$ cat src/rtl/piso_tx_if.sv
// Handshake and serial-output bundle for piso_tx.
// The master drives the parallel word. The slave (the serializer) drives the serial side.
interface piso_tx_if #(
    parameter int WIDTH = 4
);
    logic [WIDTH-1:0] in_data;
    logic             in_valid;
    logic             in_ready;
    logic             d_out;
    logic             d_valid;
    logic             d_last;
    logic             busy;

    modport master (
        output in_data,
        output in_valid,
        input  in_ready,
        input  d_out,
        input  d_valid,
        input  d_last,
        input  busy
    );

    modport slave (
        input  in_data,
        input  in_valid,
        output in_ready,
        output d_out,
        output d_valid,
        output d_last,
        output busy
    );
endinterface

$ cat src/rtl/piso_tx.sv
// Parallel-in serial-out transmitter with a valid/ready word input.
// It can reload on the last bit of a word, so back-to-back words leave no gap.
module piso_tx #(
    parameter int WIDTH     = 4,
    parameter bit MSB_FIRST = 1
) (
    input  logic       clk,
    input  logic       rst,
    piso_tx_if.slave   bus
);
    localparam int CNT_W = $clog2(WIDTH);
    localparam logic [CNT_W-1:0] LAST_CNT = CNT_W'(WIDTH - 1);

    typedef enum logic {
        IDLE  = 1'b0,
        SHIFT = 1'b1
    } state_t;

    state_t           state_reg, state_next;
    logic [WIDTH-1:0] shift_reg, shift_next;
    logic [WIDTH-1:0] shifted;
    logic [CNT_W-1:0] count_reg, count_next;
    logic             at_last;
    logic             ready;
    logic             accept;

    // Register moved one position toward the output end, with zero fill.
    for (genvar gi = 0; gi < WIDTH; gi++) begin : g_shift
        if (MSB_FIRST) begin : g_msb
            if (gi == 0) begin : g_fill
                assign shifted[gi] = 1'b0;
            end else begin : g_move
                assign shifted[gi] = shift_reg[gi-1];
            end
        end else begin : g_lsb
            if (gi == WIDTH - 1) begin : g_fill
                assign shifted[gi] = 1'b0;
            end else begin : g_move
                assign shifted[gi] = shift_reg[gi+1];
            end
        end
    end

    assign at_last = (count_reg == LAST_CNT);
    assign ready   = (state_reg == IDLE) || at_last;
    assign accept  = bus.in_valid && ready;

    always_ff @(posedge clk) begin
        if (rst) begin
            state_reg <= IDLE;
            count_reg <= '0;
            shift_reg <= '0;
        end else begin
            state_reg <= state_next;
            count_reg <= count_next;
            shift_reg <= shift_next;
        end
    end

    always_comb begin
        state_next = state_reg;
        count_next = count_reg;
        shift_next = shift_reg;
        if (accept) begin
            state_next = SHIFT;
            count_next = '0;
            shift_next = bus.in_data;
        end else if (state_reg == SHIFT) begin
            shift_next = shifted;
            if (at_last) begin
                state_next = IDLE;
                count_next = '0;
            end else begin
                count_next = count_reg + CNT_W'(1);
            end
        end
    end

    always_comb begin
        bus.in_ready = ready;
        bus.d_valid  = 1'b0;
        bus.d_last   = 1'b0;
        bus.busy     = 1'b0;
        bus.d_out    = 1'b0;
        if (state_reg == SHIFT) begin
            bus.d_valid = 1'b1;
            bus.d_last  = at_last;
            bus.busy    = 1'b1;
            bus.d_out   = MSB_FIRST ? shift_reg[WIDTH-1] : shift_reg[0];
        end
    end
endmodule

$ cat src/flat_wrapper.sv
// flat-port wrapper written by rule: the top's interface ports become plain ports
module piso_tx_flat 
#(
    parameter int WIDTH     = 4,
    parameter bit MSB_FIRST = 1
)
  (clk, rst, bus_in_data, bus_in_valid, bus_in_ready, bus_d_out, bus_d_valid, bus_d_last, bus_busy);
  piso_tx_if #(.WIDTH(WIDTH)) bus_i ();
  input  logic clk;
  input  logic rst;
  input wire logic [$bits(bus_i.in_data)-1:0] bus_in_data;
  input wire logic [$bits(bus_i.in_valid)-1:0] bus_in_valid;
  output wire logic [$bits(bus_i.in_ready)-1:0] bus_in_ready;
  output wire logic [$bits(bus_i.d_out)-1:0] bus_d_out;
  output wire logic [$bits(bus_i.d_valid)-1:0] bus_d_valid;
  output wire logic [$bits(bus_i.d_last)-1:0] bus_d_last;
  output wire logic [$bits(bus_i.busy)-1:0] bus_busy;
  assign bus_i.in_data = bus_in_data;
  assign bus_i.in_valid = bus_in_valid;
  assign bus_in_ready = bus_i.in_ready;
  assign bus_d_out = bus_i.d_out;
  assign bus_d_valid = bus_i.d_valid;
  assign bus_d_last = bus_i.d_last;
  assign bus_busy = bus_i.busy;
  piso_tx #(.WIDTH(WIDTH), .MSB_FIRST(MSB_FIRST)) u_core (.clk(clk), .rst(rst), .bus(bus_i));
endmodule
$ cat config.mk
export PLATFORM = sky130hd
export DESIGN_NAME = piso_tx_flat
export DESIGN_NICKNAME = d
export VERILOG_FILES = /design/src/rtl/piso_tx_if.sv /design/src/rtl/piso_tx.sv /design/src/flat_wrapper.sv
export SDC_FILE = /design/constraint.sdc
export NUM_CORES = 1
export LEC_CHECK = 0
export CELL_PAD_IN_SITES_DETAIL_PLACEMENT = 1
export CELL_PAD_IN_SITES_GLOBAL_PLACEMENT = 1
export CORE_UTILIZATION = 27
export DETAILED_ROUTE_END_ITERATION = 16
export PLACE_DENSITY = 0.73
export REMOVE_ABC_BUFFERS = 1
export SLEW_MARGIN = 20
export SYNTH_ARGS = -nofsm -noshare
export SYNTH_HDL_FRONTEND = slang
export SYNTH_SLANG_ARGS = --single-unit
export TNS_END_PERCENT = 20
$ cat constraint.sdc
create_clock -name clk -period 1.08 [get_ports clk]
set_clock_uncertainty 0.05 [all_clocks]
set_input_delay 0.108 -clock clk [delete_from_list [all_inputs] [get_ports clk]]
set_output_delay 0.108 -clock clk [all_outputs]
set_load 0.01 [all_outputs]
* Word-level counts from Yosys, hierarchy flattened
Cells that the tools add are included.
** Word-level totals
- Bits of input ports :: 7
- Output and inout port bits :: 5
- Word-level logic and storage cells :: 19
- Register bits :: 7
** Cells by class
- Bitwise operators :: 1
- Muxes and demuxes :: 9
- Equal/unequal tests :: 1
- $add $sub $neg :: 1
- Reduce and logical (&&, ||, !) cells :: 4
** Operator list (count)
- $mux W4 :: 2
- $mux W1 :: 6
- $add A2 B1 Y2 const B :: 1
- $eq A2 B2 Y1 const B :: 1
- $mux W2 :: 1
- $reduce_bool A2 Y1 :: 1
- $reduce_or A2 Y1 :: 1
- $logic_and A1 B1 Y1 :: 1
- $logic_or A1 B1 Y1 :: 1
- $not A1 Y1 :: 1

* Logic depth before layout (Yosys ltp)
- Depth in word-level cells :: 4
- Gate-level depth with buffers :: 4
- Gate-level depth less buffers :: 4

* Worst setup path before layout
Ideal clock, no wire load.
- Kind :: flip-flop to flip-flop
- Start :: register u_core.count_reg[0]
- End :: register u_core.shift_reg[1]
- Period minus slack after synthesis :: 1079 ps
- Setup slack :: 1 ps
- Required time :: 938 ps
- Path buffers :: 0
- Library setup time :: 92 ps
- Stages on the path, launching flop included :: 5
- Arrival :: 937 ps
- Path through :: dfxtp_1 -> ha_1 -> a21bo_4 -> nor2_1 -> nor4_1
** On the way
- Longest elaborated chain between the ends :: 4
- Elaborated cells between the ends (all ways) :: 5
- Classes of those cells :: 1 x eq/ne; 1 x mux; 3 x reduce/logical
** Ends and longest elaborated chain
- start, declared :: line piso_tx.sv:22 : logic [CNT_W-1:0] count_reg, count_next;
- start signal, assigned :: line piso_tx.sv:55 : count_reg <= count_next;
- $eq A2 B2 Y1 * :: line piso_tx.sv:44 : assign at_last = (count_reg == LAST_CNT);
- $logic_or A1 B1 Y1 * :: line piso_tx.sv:45 : assign ready = (state_reg == IDLE) || at_last;
- $logic_and A1 B1 Y1 * :: line piso_tx.sv:46 : assign accept = bus.in_valid && ready;
- $mux W4 or $reduce_bool A2 Y1 (tied branches)
- end signal, assigned :: line piso_tx.sv:56 : shift_reg <= shift_next;
- end, declared :: line piso_tx.sv:20 : logic [WIDTH-1:0] shift_reg, shift_next;
Every way passes the cells marked *; elsewhere a longest branch is shown, timed or not.
A chain may end at the register's enable or synchronous reset.

* Worst setup path in the final report
- Start :: register u_core.count_reg[0]
- End :: register u_core.shift_reg[2]
Same word-level chain as after synthesis.

==> metrics.yaml <==
floorplan:
  die_w_um: 39.3
  initial_core_util_pct: 28.9
  top_level_ports: 12
  die_area_um2: 1550
  core-area_um2: 1300
  die_h_um: 39.3
  num_rows: 13
global_routing:
  grt_overflow: 0
  grt_pass1_wl_um: 1480
  first_global_vias: 341
  grt_max_degree: 8
  track_usage_pct: 15.1
  grt_antenna_before_repair: 0
flow_run:
  cap_viol_max_count: 0
sta:
  finalSetupViolCount: 6
  setup_ws_ns: -0.107
  maxSlewViolCount: 0
  hold_viol: 0
  worst_pin_slew_ns: 0.304
  rsz0062_at_grt: "true"
  max_freq_ghz: 0.842
  relSlewSlack_pct: 79.8
  period_share_pct: 110
  fin_crit_ns: 1.19
detailed_routing:
  ant_nets: 0
  highest_layer: "met4"
  wl_met1_um: 479
  drt-initial-drc-count: 2
  via_per_inst: 4.74
  vias: 384
  wl_met2_um: 519
  wirelength_um: 1050
  routedWlPerCell_um: 12.9
  drc_errors: 0
  wl_met3_um: 40
  firstDrtPassIters: 3
power:
  p_total_w: 0.000693
  power_density_nw_per_um2: 1120
  p_leak_nw: 0.278
  ir_drop_v: 0.000806
yosys:
  synthTopCellsByArea: "dfxtp_1, nor2_1, and2b_2, a211oi_1, nor4_1"
  synth_common_cells: "nor2_1, dfxtp_1, a211oi_1, and2b_2, nor4_1"
  seq_area_frac_synth_pct: 37.2
  ys.flop_type: "dfxtp_1"
  synth_warnings: 0
  syn_inst: 44
  yosysUniqueCellTypes: 20
  synth.most_common_cell: "nor2_1"
  synth-edff-count: 0
  yosys.area.top_type: "dfxtp_1"
  netlist_area_um2: 377
  ys_ff_latch: 7
  synth_area_per_cell_um2: 8.56
  synth_top_cell_area_share_pct: 37.2
  async_flop_share_pct: 0
clock_network:
  cts_root_buffer: "clkbuf_4"
  cts_tree: "yes"
  clk_pin_slew_ns: 0.06
  numCtsBuffers: 3
  cts_max_path_buffers: 2
  insertion_delay_ns: 0.26
  cts_sinks: 7
  hold_buffers: 0
  cts_htree_levels: 1
hold_path:
  hold_path.class: "in -> reg"
status:
  violations: "negative setup slack"
  status: "finished with violations"
layout:
  layout.nets: 75
  diodes: 0
  syn_to_final_growth_pct: 64.1
  final_layout_size_suffix_gt1_share_pct: 47.0
  final_cells: 81
  largest_reg_flops: 4
  multi_input_area_um2: 250
  nFillCells: 170
  ff_latch_area_um2: 146
place:
  gp_congestion: 0.759
  place_inst: 76
  numPortBuffers: 11
  hpwl_um: 693
setup_path:
  end_kind: "flop"
  arrival_ns: 1.26
  cp-start-kind: "flop"
  cp_max_fo: 4
  required_ns: 1.16
  critPathKind: "reg -> reg"
## worst max-delay path, cell delays in order, from the launching register on
cell	delay (ns)
dfxtp_2	0.34
ha_4	0.16
buf_6	0.12
a21bo_4	0.21
nor2_1	0.11
nor4_2	0.06
## layout make-up
class | count | area share [%]
clock buffers | 4 | 4.25
inverters | 1 | 0.607
multi-input cells | 33 | 40.5
flip-flops and latches | 7 | 23.7
well taps | 15 | 3.04
repair buffers | 21 | 27.9
## logic make-up (layout without fill, tap and decap cells)
logic type               after synthesis  in the layout  synth area share, %
buffers and inverters                  4             26                 7.31
AND/OR/NAND/NOR                       23             23                 32.2
multiplexers                           1              1                 2.66
adder cells (fa/ha/maj)                1              1                 3.32
AO/OA/AOI/OAI                          8              8                 17.3
flip-flops                             7              7                 37.2
## metal layers
| layer | track usage (%) | up-vias |
|---|---|---|
| met5 | 0 | - |
| met4 | 7.76 | 0 |
| li1 | - | 197 |
| met3 | 5.11 | 2 |
| met1 | 19.2 | 176 |
| met2 | 22.1 | 9 |
## what timing repair did
item                       4_1_cts  5_1_grt
pin swaps                        2        5
gates cloned                     0        0
setup endpoints to repair       11       10
hold endpoints to repair         0        0
resized for setup               22       11
buffers inserted                 0        1
## worst paths after layout
path | slack, ns | start | cells past startpoint | endpoint
max reg2reg | -0.11 | u_core.count_reg[0] | 5 | u_core.shift_reg[2]
max | -0.11 | u_core.count_reg[0] | 5 | u_core.shift_reg[2]
min | 0.43 | bus_in_valid | 4 | u_core.count_reg[1]
min reg2reg | 0.46 | u_core.shift_reg[2] | 2 | u_core.shift_reg[3]
## metrics by stage
| step | setup WS, ns | setup TNS, ns | area (um2) | hold slack [ns] | utilization [%] |
|---|---|---|---|---|---|
| after global placement | -0.300 | -2.48 | 549 | 0.432 | 42.2 |
| after CTS | -0.124 | -0.808 | 594 | 0.418 | 45.7 |
| after global routing | -0.150 | -0.806 | 618 | 0.454 | 47.5 |
| after floorplan | -0.0738 | -0.221 | 353 | 0.127 | - |
| after detailed placement | -0.342 | -2.80 | 549 | 0.439 | 42.2 |
| final | -0.107 | -0.469 | 618 | 0.425 | 47.5 |
## layout by cell type, fill, tap and decap left out
| cell | count |
|---|---|
| nand2_4 | 1 |
| o21a_1 | 1 |
| buf_4 | 8 |
| clkdlybuf4s50_1 | 5 |
| and2_1 | 2 |
| dfxtp_2 | 2 |
| mux2i_1 | 1 |
| a211oi_1 | 3 |
| nor2_1 | 10 |
| ha_4 | 1 |
| dfxtp_1 | 4 |
| buf_2 | 1 |
| a21oi_1 | 2 |
| dfxtp_4 | 1 |
| nor3b_2 | 1 |
| clkbuf_2 | 3 |
| dlygate4sd2_1 | 1 |
| nor2_2 | 1 |
| inv_1 | 1 |
| a32oi_1 | 1 |
| nor4_2 | 1 |
| clkbuf_1 | 1 |
| nand2b_4 | 1 |
| nand3_1 | 1 |
| nor4_1 | 2 |
| a21bo_4 | 1 |
| and2b_2 | 3 |
| clkbuf_4 | 3 |
| buf_6 | 3 |
## where the power goes
group | switching [W] | internal (W)
clock network | 0.000109 | 0.000142
registers | 0.0000138 | 0.000277
logic | 0.0000630 | 0.0000885
total | 0.000186 | 0.000507
Power figures use the tool's default switching activity.
